## config.mk

```make
export PLATFORM = sky130hd
export DESIGN_NAME = multilane_spi_streamer
export DESIGN_NICKNAME = d
export VERILOG_FILES = /design/src/rtl/multilane_spi_pkg.sv /design/src/rtl/multilane_spi_streamer_serializer.sv /design/src/rtl/multilane_spi_streamer.sv
export SDC_FILE = /design/constraint.sdc
export NUM_CORES = 1
export LEC_CHECK = 0
export ABC_AREA = 0
export BUFFER_PORTS_ARGS = -buffer_cell sky130_fd_sc_hd__buf_2
export CAP_MARGIN = 20
export CORE_UTILIZATION = 30
export DETAILED_ROUTE_END_ITERATION = 10
export GPL_ROUTABILITY_DRIVEN = 0
export SYNTH_ARGS = -nofsm -noshare
export SYNTH_HDL_FRONTEND = slang
export SYNTH_SLANG_ARGS = --single-unit
```

## constraint.sdc

```tcl
create_clock -name clk_in -period 7.9 [get_ports clk_in]
set_input_delay 0.79 -clock clk_in [delete_from_list [all_inputs] [get_ports clk_in]]
set_output_delay 0.79 -clock clk_in [all_outputs]
set_load 0.01 [all_outputs]
```

## src/rtl/multilane_spi_pkg.sv

```systemverilog
// multilane_spi_pkg: shared FSM state type, sync word and counter-width helper for the SPI streamer
package multilane_spi_pkg;
  typedef enum logic [2:0] {IDLE, SETUP, SHIFT, HOLD, GAP} spi_state_t;
  localparam logic [15:0] SYNC_WORD = 16'hA5C3;
  function automatic int cnt_width(input int n);
    return (n <= 1) ? 1 : $clog2(n);
  endfunction
endpackage

```

## src/rtl/multilane_spi_streamer_serializer.sv

```systemverilog
// spi_lane_serializer: packet FSM, dclk divider, per-lane MSB-first shifters and sent-packet counter
module spi_lane_serializer
  import multilane_spi_pkg::*;
#(
  parameter int DATA_WIDTH      = 16,
  parameter int LINES           = 6,
  parameter int DATA_CLK_PERIOD = 6
) (
  input  logic                        clk_in,
  input  logic                        rst_in,
  input  logic                        load,
  input  logic [LINES*DATA_WIDTH-1:0] load_data,
  output logic                        ready,
  output logic [LINES-1:0]            chip_data_out,
  output logic                        chip_clk_out,
  output logic                        chip_sel_out,
  output logic [15:0]                 packets_sent_out
);
  localparam int HALF = DATA_CLK_PERIOD / 2;
  localparam int CW   = cnt_width(HALF);
  localparam int EW   = cnt_width(2 * DATA_WIDTH);
  spi_state_t state, state_nxt;
  logic [CW-1:0] cnt;
  logic [EW-1:0] edges;
  logic [LINES-1:0][DATA_WIDTH-1:0] sh;
  logic half_done, last_edge;
  assign half_done = cnt == CW'(HALF - 1);
  assign last_edge = edges == EW'(2 * DATA_WIDTH - 1);
  for (genvar i = 0; i < LINES; i++) begin : g_lane
    assign chip_data_out[i] = sh[i][DATA_WIDTH-1];
  end
  // state register
  always_ff @(posedge clk_in or negedge rst_in) begin
    if (!rst_in) state <= IDLE;
    else state <= state_nxt;
  end
  // next state: SHIFT ends on the falling edge after the last rising edge
  always_comb begin
    state_nxt = state;
    case (state)
      IDLE:    state_nxt = load ? SETUP : IDLE;
      SETUP:   state_nxt = half_done ? SHIFT : SETUP;
      SHIFT:   state_nxt = (half_done && last_edge) ? HOLD : SHIFT;
      HOLD:    state_nxt = half_done ? GAP : HOLD;
      default: state_nxt = IDLE;
    endcase
  end
  // outputs decoded from state; cs is low across SETUP, SHIFT and HOLD
  always_comb begin
    ready        = state == IDLE;
    chip_sel_out = (state == IDLE) || (state == GAP);
  end
  // half-period divider, dclk, lane shifters and packet counter; data moves on dclk falling edges
  always_ff @(posedge clk_in or negedge rst_in) begin
    if (!rst_in) begin
      cnt              <= '0;
      edges            <= '0;
      chip_clk_out     <= 1'b0;
      sh               <= '0;
      packets_sent_out <= '0;
    end else begin
      cnt <= ((state inside {SETUP, SHIFT, HOLD}) && !half_done) ? cnt + 1'b1 : '0;
      if (state == IDLE && load) sh <= load_data;
      if (state == SHIFT && half_done) begin
        chip_clk_out <= ~chip_clk_out;
        edges        <= last_edge ? '0 : edges + 1'b1;
        if (chip_clk_out) for (int k = 0; k < LINES; k++) sh[k] <= sh[k] << 1;
      end
      if (state == HOLD && half_done) packets_sent_out <= packets_sent_out + 1'b1;
    end
  end
endmodule

```

## src/rtl/multilane_spi_streamer.sv

```systemverilog
// multilane_spi_streamer: decimate, pack LINES pixels per packet, 2-deep buffer, LINES-wide SPI out; MULTILANE_SPI_FRAME_SYNC_EN adds a sync packet at frame start
module multilane_spi_streamer
  import multilane_spi_pkg::*;
#(
  parameter int DATA_WIDTH      = 16,
  parameter int LINES           = 6,
  parameter int DATA_CLK_PERIOD = 6,
  parameter int DS_SHIFT        = 1,
  parameter int HCOUNT_WIDTH    = 11,
  parameter int VCOUNT_WIDTH    = 10
) (
  input  logic                    clk_in,
  input  logic                    rst_in,
  input  logic                    pixel_valid_in,
  input  logic [DATA_WIDTH-1:0]   pixel_data_in,
  input  logic [HCOUNT_WIDTH-1:0] hcount_in,
  input  logic [VCOUNT_WIDTH-1:0] vcount_in,
  output logic [LINES-1:0]        chip_data_out,
  output logic                    chip_clk_out,
  output logic                    chip_sel_out,
  output logic                    busy_out,
  output logic                    overflow_out,
  output logic [15:0]             packets_sent_out
);
  localparam int LW = cnt_width(LINES);
  localparam logic [HCOUNT_WIDTH-1:0] H_MASK = HCOUNT_WIDTH'((1 << DS_SHIFT) - 1);
  localparam logic [VCOUNT_WIDTH-1:0] V_MASK = VCOUNT_WIDTH'((1 << DS_SHIFT) - 1);
  typedef logic [LINES-1:0][DATA_WIDTH-1:0] pkt_t;
  pkt_t pack, pack_nxt, commit_data, sync_pkt;
  pkt_t fifo_mem [2];
  logic [LW-1:0] lane_idx, slot;
  logic [1:0] count;
  logic accept, frame_start, fill, sync_commit, commit_q;
  logic wr_ptr, rd_ptr, push, pop, ready;
  assign frame_start = (hcount_in == '0) && (vcount_in == '0);
  assign accept      = pixel_valid_in && ((hcount_in & H_MASK) == '0) && ((vcount_in & V_MASK) == '0);
  assign slot        = frame_start ? '0 : lane_idx;
  assign fill        = accept && (slot == LW'(LINES - 1));
  assign sync_pkt    = {LINES{DATA_WIDTH'(SYNC_WORD)}};
`ifdef MULTILANE_SPI_FRAME_SYNC_EN
  assign sync_commit = accept && frame_start;
`else
  assign sync_commit = 1'b0;
`endif
  assign pop      = ready && (count != 2'd0);
  assign push     = commit_q && ((count != 2'd2) || pop);
  assign busy_out = !chip_sel_out || (count != 2'd0);
  // current packet with the incoming pixel dropped into its lane
  always_comb begin
    pack_nxt       = pack;
    pack_nxt[slot] = pixel_data_in;
  end
  // packer: frame start restarts at lane 0; a full packet (or sync word) commits next cycle
  always_ff @(posedge clk_in or negedge rst_in) begin
    if (!rst_in) begin
      pack        <= '0;
      lane_idx    <= '0;
      commit_q    <= 1'b0;
      commit_data <= '0;
    end else begin
      commit_q <= fill || sync_commit;
      if (accept) begin
        pack        <= pack_nxt;
        lane_idx    <= fill ? '0 : slot + 1'b1;
        commit_data <= sync_commit ? sync_pkt : pack_nxt;
      end
    end
  end
  // two-entry packet storage
  always_ff @(posedge clk_in) begin
    if (push) fifo_mem[wr_ptr] <= commit_data;
  end
  // buffer pointers and sticky overflow; a same-cycle pop frees the slot for a commit
  always_ff @(posedge clk_in or negedge rst_in) begin
    if (!rst_in) begin
      wr_ptr       <= 1'b0;
      rd_ptr       <= 1'b0;
      count        <= 2'd0;
      overflow_out <= 1'b0;
    end else begin
      if (push) wr_ptr <= ~wr_ptr;
      if (pop) rd_ptr <= ~rd_ptr;
      count <= count + {1'b0, push} - {1'b0, pop};
      if (commit_q && !push) overflow_out <= 1'b1;
    end
  end
  spi_lane_serializer #(
    .DATA_WIDTH(DATA_WIDTH),
    .LINES(LINES),
    .DATA_CLK_PERIOD(DATA_CLK_PERIOD)
  ) u_ser (
    .clk_in(clk_in),
    .rst_in(rst_in),
    .load(pop),
    .load_data(fifo_mem[rd_ptr]),
    .ready(ready),
    .chip_data_out(chip_data_out),
    .chip_clk_out(chip_clk_out),
    .chip_sel_out(chip_sel_out),
    .packets_sent_out(packets_sent_out)
  );
endmodule

```

==> qor.txt <==
Outcome: complete, no violations
Crit-path max cell delay: 0.91 ns
Crit-path max FO: 67
Antenna Nets Post-Route: 0
R2R Path End: fifo_mem[1][30]
Maxcap violations: 0
Core area: 0.0551 mm2
Unique masters post-synth: 54
Largest net degree at the start of global routing: 101
Least-Margin Pin Slew: 1.04 ns
Routed wl met2: 16300 um
FF+latch count, synth: 420
Mapped Cells: 1207
Clk Latency, worst-skew pair: 0.55 ns
Post-synth EDFFs: 192
Xor/xnor cell area share of the yosys netlist: 1.10%
Initial Utilization: 30.4%
Largest family of logic cells by synthesized area: simple AND/OR/NAND/NOR gates
Mux contribution to synthesized area: 7.18%
Die Area: 0.0567 mm2
Final period utilization: 50.1%
Routed wire length: 33500 um
Crit path from: u_ser.state[0]
Vias per inst: 4.67
Worst EP required: 8.06 ns
IO Count: 66
RSZ-0062 raised after global routing: no
Met1 wire length: 15000 um
Highest routed layer: met5
Worst path cell trace: nor4_4 -> buf_4 -> o21ai_0 -> nor2_4 -> buf_4
Most frequent cells in the layout: 227 x dfrtp_1, 192 x edfxtp_1, 113 x nand2_1
Syn-to-layout area delta: 14.1%
Startpoint Class: flip-flop
Pwr dens: 358 mW/mm2
Most frequent CP cell: buf_4
Final slew viol count: 0
Asr flop ratio synth: 54.3%
Wire length on met3: 1450 um
Final net count: 1297
Endpoint class of the critical path: flip-flop
Via count: 9498
Max-slew headroom: 30.4%
Seq/Total Area, Yosys: 68.6%
Syn nets: 1254
Hold Fails Final Rpt: 0
# rows: 86
Vias in the first global route: 9635
CTS tree: yes
Clk buf depth: 3
WP data arrival: 4.11 ns
Syn Area/Cell: 13.9 um2
YS warnings: 0
RR Startpoint: u_ser.state[0]
Grt total ovfl: 0
Synthesized-area fraction occupied by adder cells: 0.523%
Synth Area in Compound Gates: 9.33%
Layout cells sized above 1: 18.8%
Total track usage: 12.0%
Post-CTS Setup Bufs: 0
Total CTS buffers: 42
Class of the worst hold path: input port to asynchronous set/reset pin
Clock sinks: 420
First-pass GRT wire length: 53600 um
TritonRoute pass-1 iters: 4
# setup viols final: 0
Crit Path Class: flip-flop to flip-flop
Max frequency: 0.253 GHz
Clock Skew: 0.0170 ns
Cell leakage power: 7.06 nW
CP endpoint: fifo_mem[1][30]
Most common cell after layout, fill and taps aside: dfrtp_1
Setup ws final: 3.94 ns
# port buffers: 65
FF-to-FF path depth: 5
Antenna violations before repair: 6
Post-Syn Area: 0.0167 mm2
Resized cells post-CTS: 0
Starting DRT DRC Count: 502
Clock transition at path regs: 0.06 ns
Post-detail-place hpwl: 19000 um
Crit path time final: 3.96 ns
# DRC: 0
Slowest CP cell: buf_4
H-tree depth: 2
Simple-Gate Fraction of Synth Area: 10.8%
# hold bufs at CTS: 0
Maximum vdd ir drop: 0.000208 V
Flop2flop setup slack: 3.94 ns
TNS Setup: 0 ns
Clock Root Buffer: clkbuf_16
Die width: 238 um
WL per Instance: 16.5 um
Pre-CTS worst setup slack: 3.87 ns
Die span in y: 238 um
Post-synth top flop: dfrtp_1
[synthesized netlist by cell type (2+ instances only)]
cell | count | area (um2)
a211oi_1 | 96 | 721
a21oi_1 | 3 | 15.0
and2_1 | 3 | 18.8
and3_1 | 3 | 18.8
and4bb_2 | 2 | 25.0
buf_1 | 4 | 15.0
buf_2 | 22 | 110
buf_4 | 10 | 75.1
buf_6 | 4 | 45.0
clkbuf_1 | 40 | 150
dfrtp_1 | 228 | 5710
edfxtp_1 | 192 | 5770
ha_1 | 7 | 87.6
inv_1 | 6 | 22.5
mux2_1 | 20 | 225
mux2_2 | 68 | 766
mux2_4 | 10 | 150
mux2i_1 | 6 | 60.1
nand2_1 | 113 | 424
nand3_1 | 8 | 40.0
nand4_1 | 3 | 18.8
nor2_1 | 110 | 413
nor2b_1 | 90 | 563
nor3_1 | 4 | 20.0
nor4_1 | 5 | 31.3
nor4_2 | 4 | 50.1
o211ai_1 | 2 | 15.0
o21ai_0 | 4 | 20.0
o21ai_2 | 5 | 43.8
o21bai_1 | 2 | 15.0
o31ai_1 | 90 | 676
or2_2 | 2 | 12.5
xnor2_1 | 17 | 149
xor2_1 | 4 | 35.0
[logic make-up after synthesis]
| family | Yosys count |
|---|---|
| mux | 104 |
| compound gates | 207 |
| buf+inv | 87 |
| fa+ha+maj | 7 |
| xor+xnor | 21 |
| flops | 420 |
| simple gates | 361 |
[critical path, delay by kind of cell (launching register included)]
kind                   cells  cell delay [ns]
buffers and inverters      2             1.38
AND/OR/NAND/NOR            2             1.18
flip-flops                 1             0.48
AO/OA/AOI/OAI              1             0.44
[layout make-up]
type,count,area (um2)
fill,5430,36000
clock buffer,66,1230
multi-input combinational,700,4860
clock inverter,11,96.3
antenna,1,2.50
timing repair buffer,80,468
inverter,6,22.5
sequential,420,11500
tap,748,936
[worst min-delay path by stage]
stage,startpoint,end,cells past startpoint
6_report,rst_in,commit_data[52],1
5_1_grt,rst_in,commit_data[52],1
4_1_cts,rst_in,commit_data[52],1
3_5_place_dp,u_ser.cnt[0],u_ser.cnt[0],1
3_3_place_gp,u_ser.cnt[0],u_ser.cnt[0],1
2_1_floorplan,u_ser.cnt[0],u_ser.cnt[0],1
[sequential cells by signal, indices dropped and copies added (netlist names), 2 cells and up]
signal	count
count	2
u_ser.state	3
commit_data	96
u_ser.edges	5
fifo_mem	192
u_ser.chip_data_out	6
u_ser.packets_sent_out	16
u_ser.sh	90
u_ser.cnt	2
lane_idx	3
[through the flow]
| step | utilization (%) | total power [mW] | area, um2 | cells | hold WS (ns) |
|---|---|---|---|---|---|
| finish | 34.7 | 6.83 | 19100 | 2032 | 0.261 |
| global route | 34.6 | 7.24 | 19100 | 2031 | 0.354 |
| CTS | 34.6 | 6.91 | 19100 | 2031 | 0.326 |
| detailed placement | 32.2 | 4.98 | 17800 | 1954 | 0.430 |
| global placement | 32.2 | 4.89 | 17700 | 1953 | 0.433 |
| floorplan | - | 4.54 | 16700 | 1207 | 0.411 |
[power breakdown]
part           leakage [nW]  internal, mW  switching (mW)  total, mW
logic                  1.90         0.663           0.791       1.45
clock network         0.646          1.11           0.813       1.92
registers              4.51          3.01           0.450       3.46
total                  7.06          4.78            2.05       6.83
[layer usage]
layer  GRT usage [%]  up-vias
li1                -     4485
met1            15.6     4794
met2            20.3      154
met3            2.57       59
met4            2.87        6
met5               0        -
(Power assumes the default switching activity.)
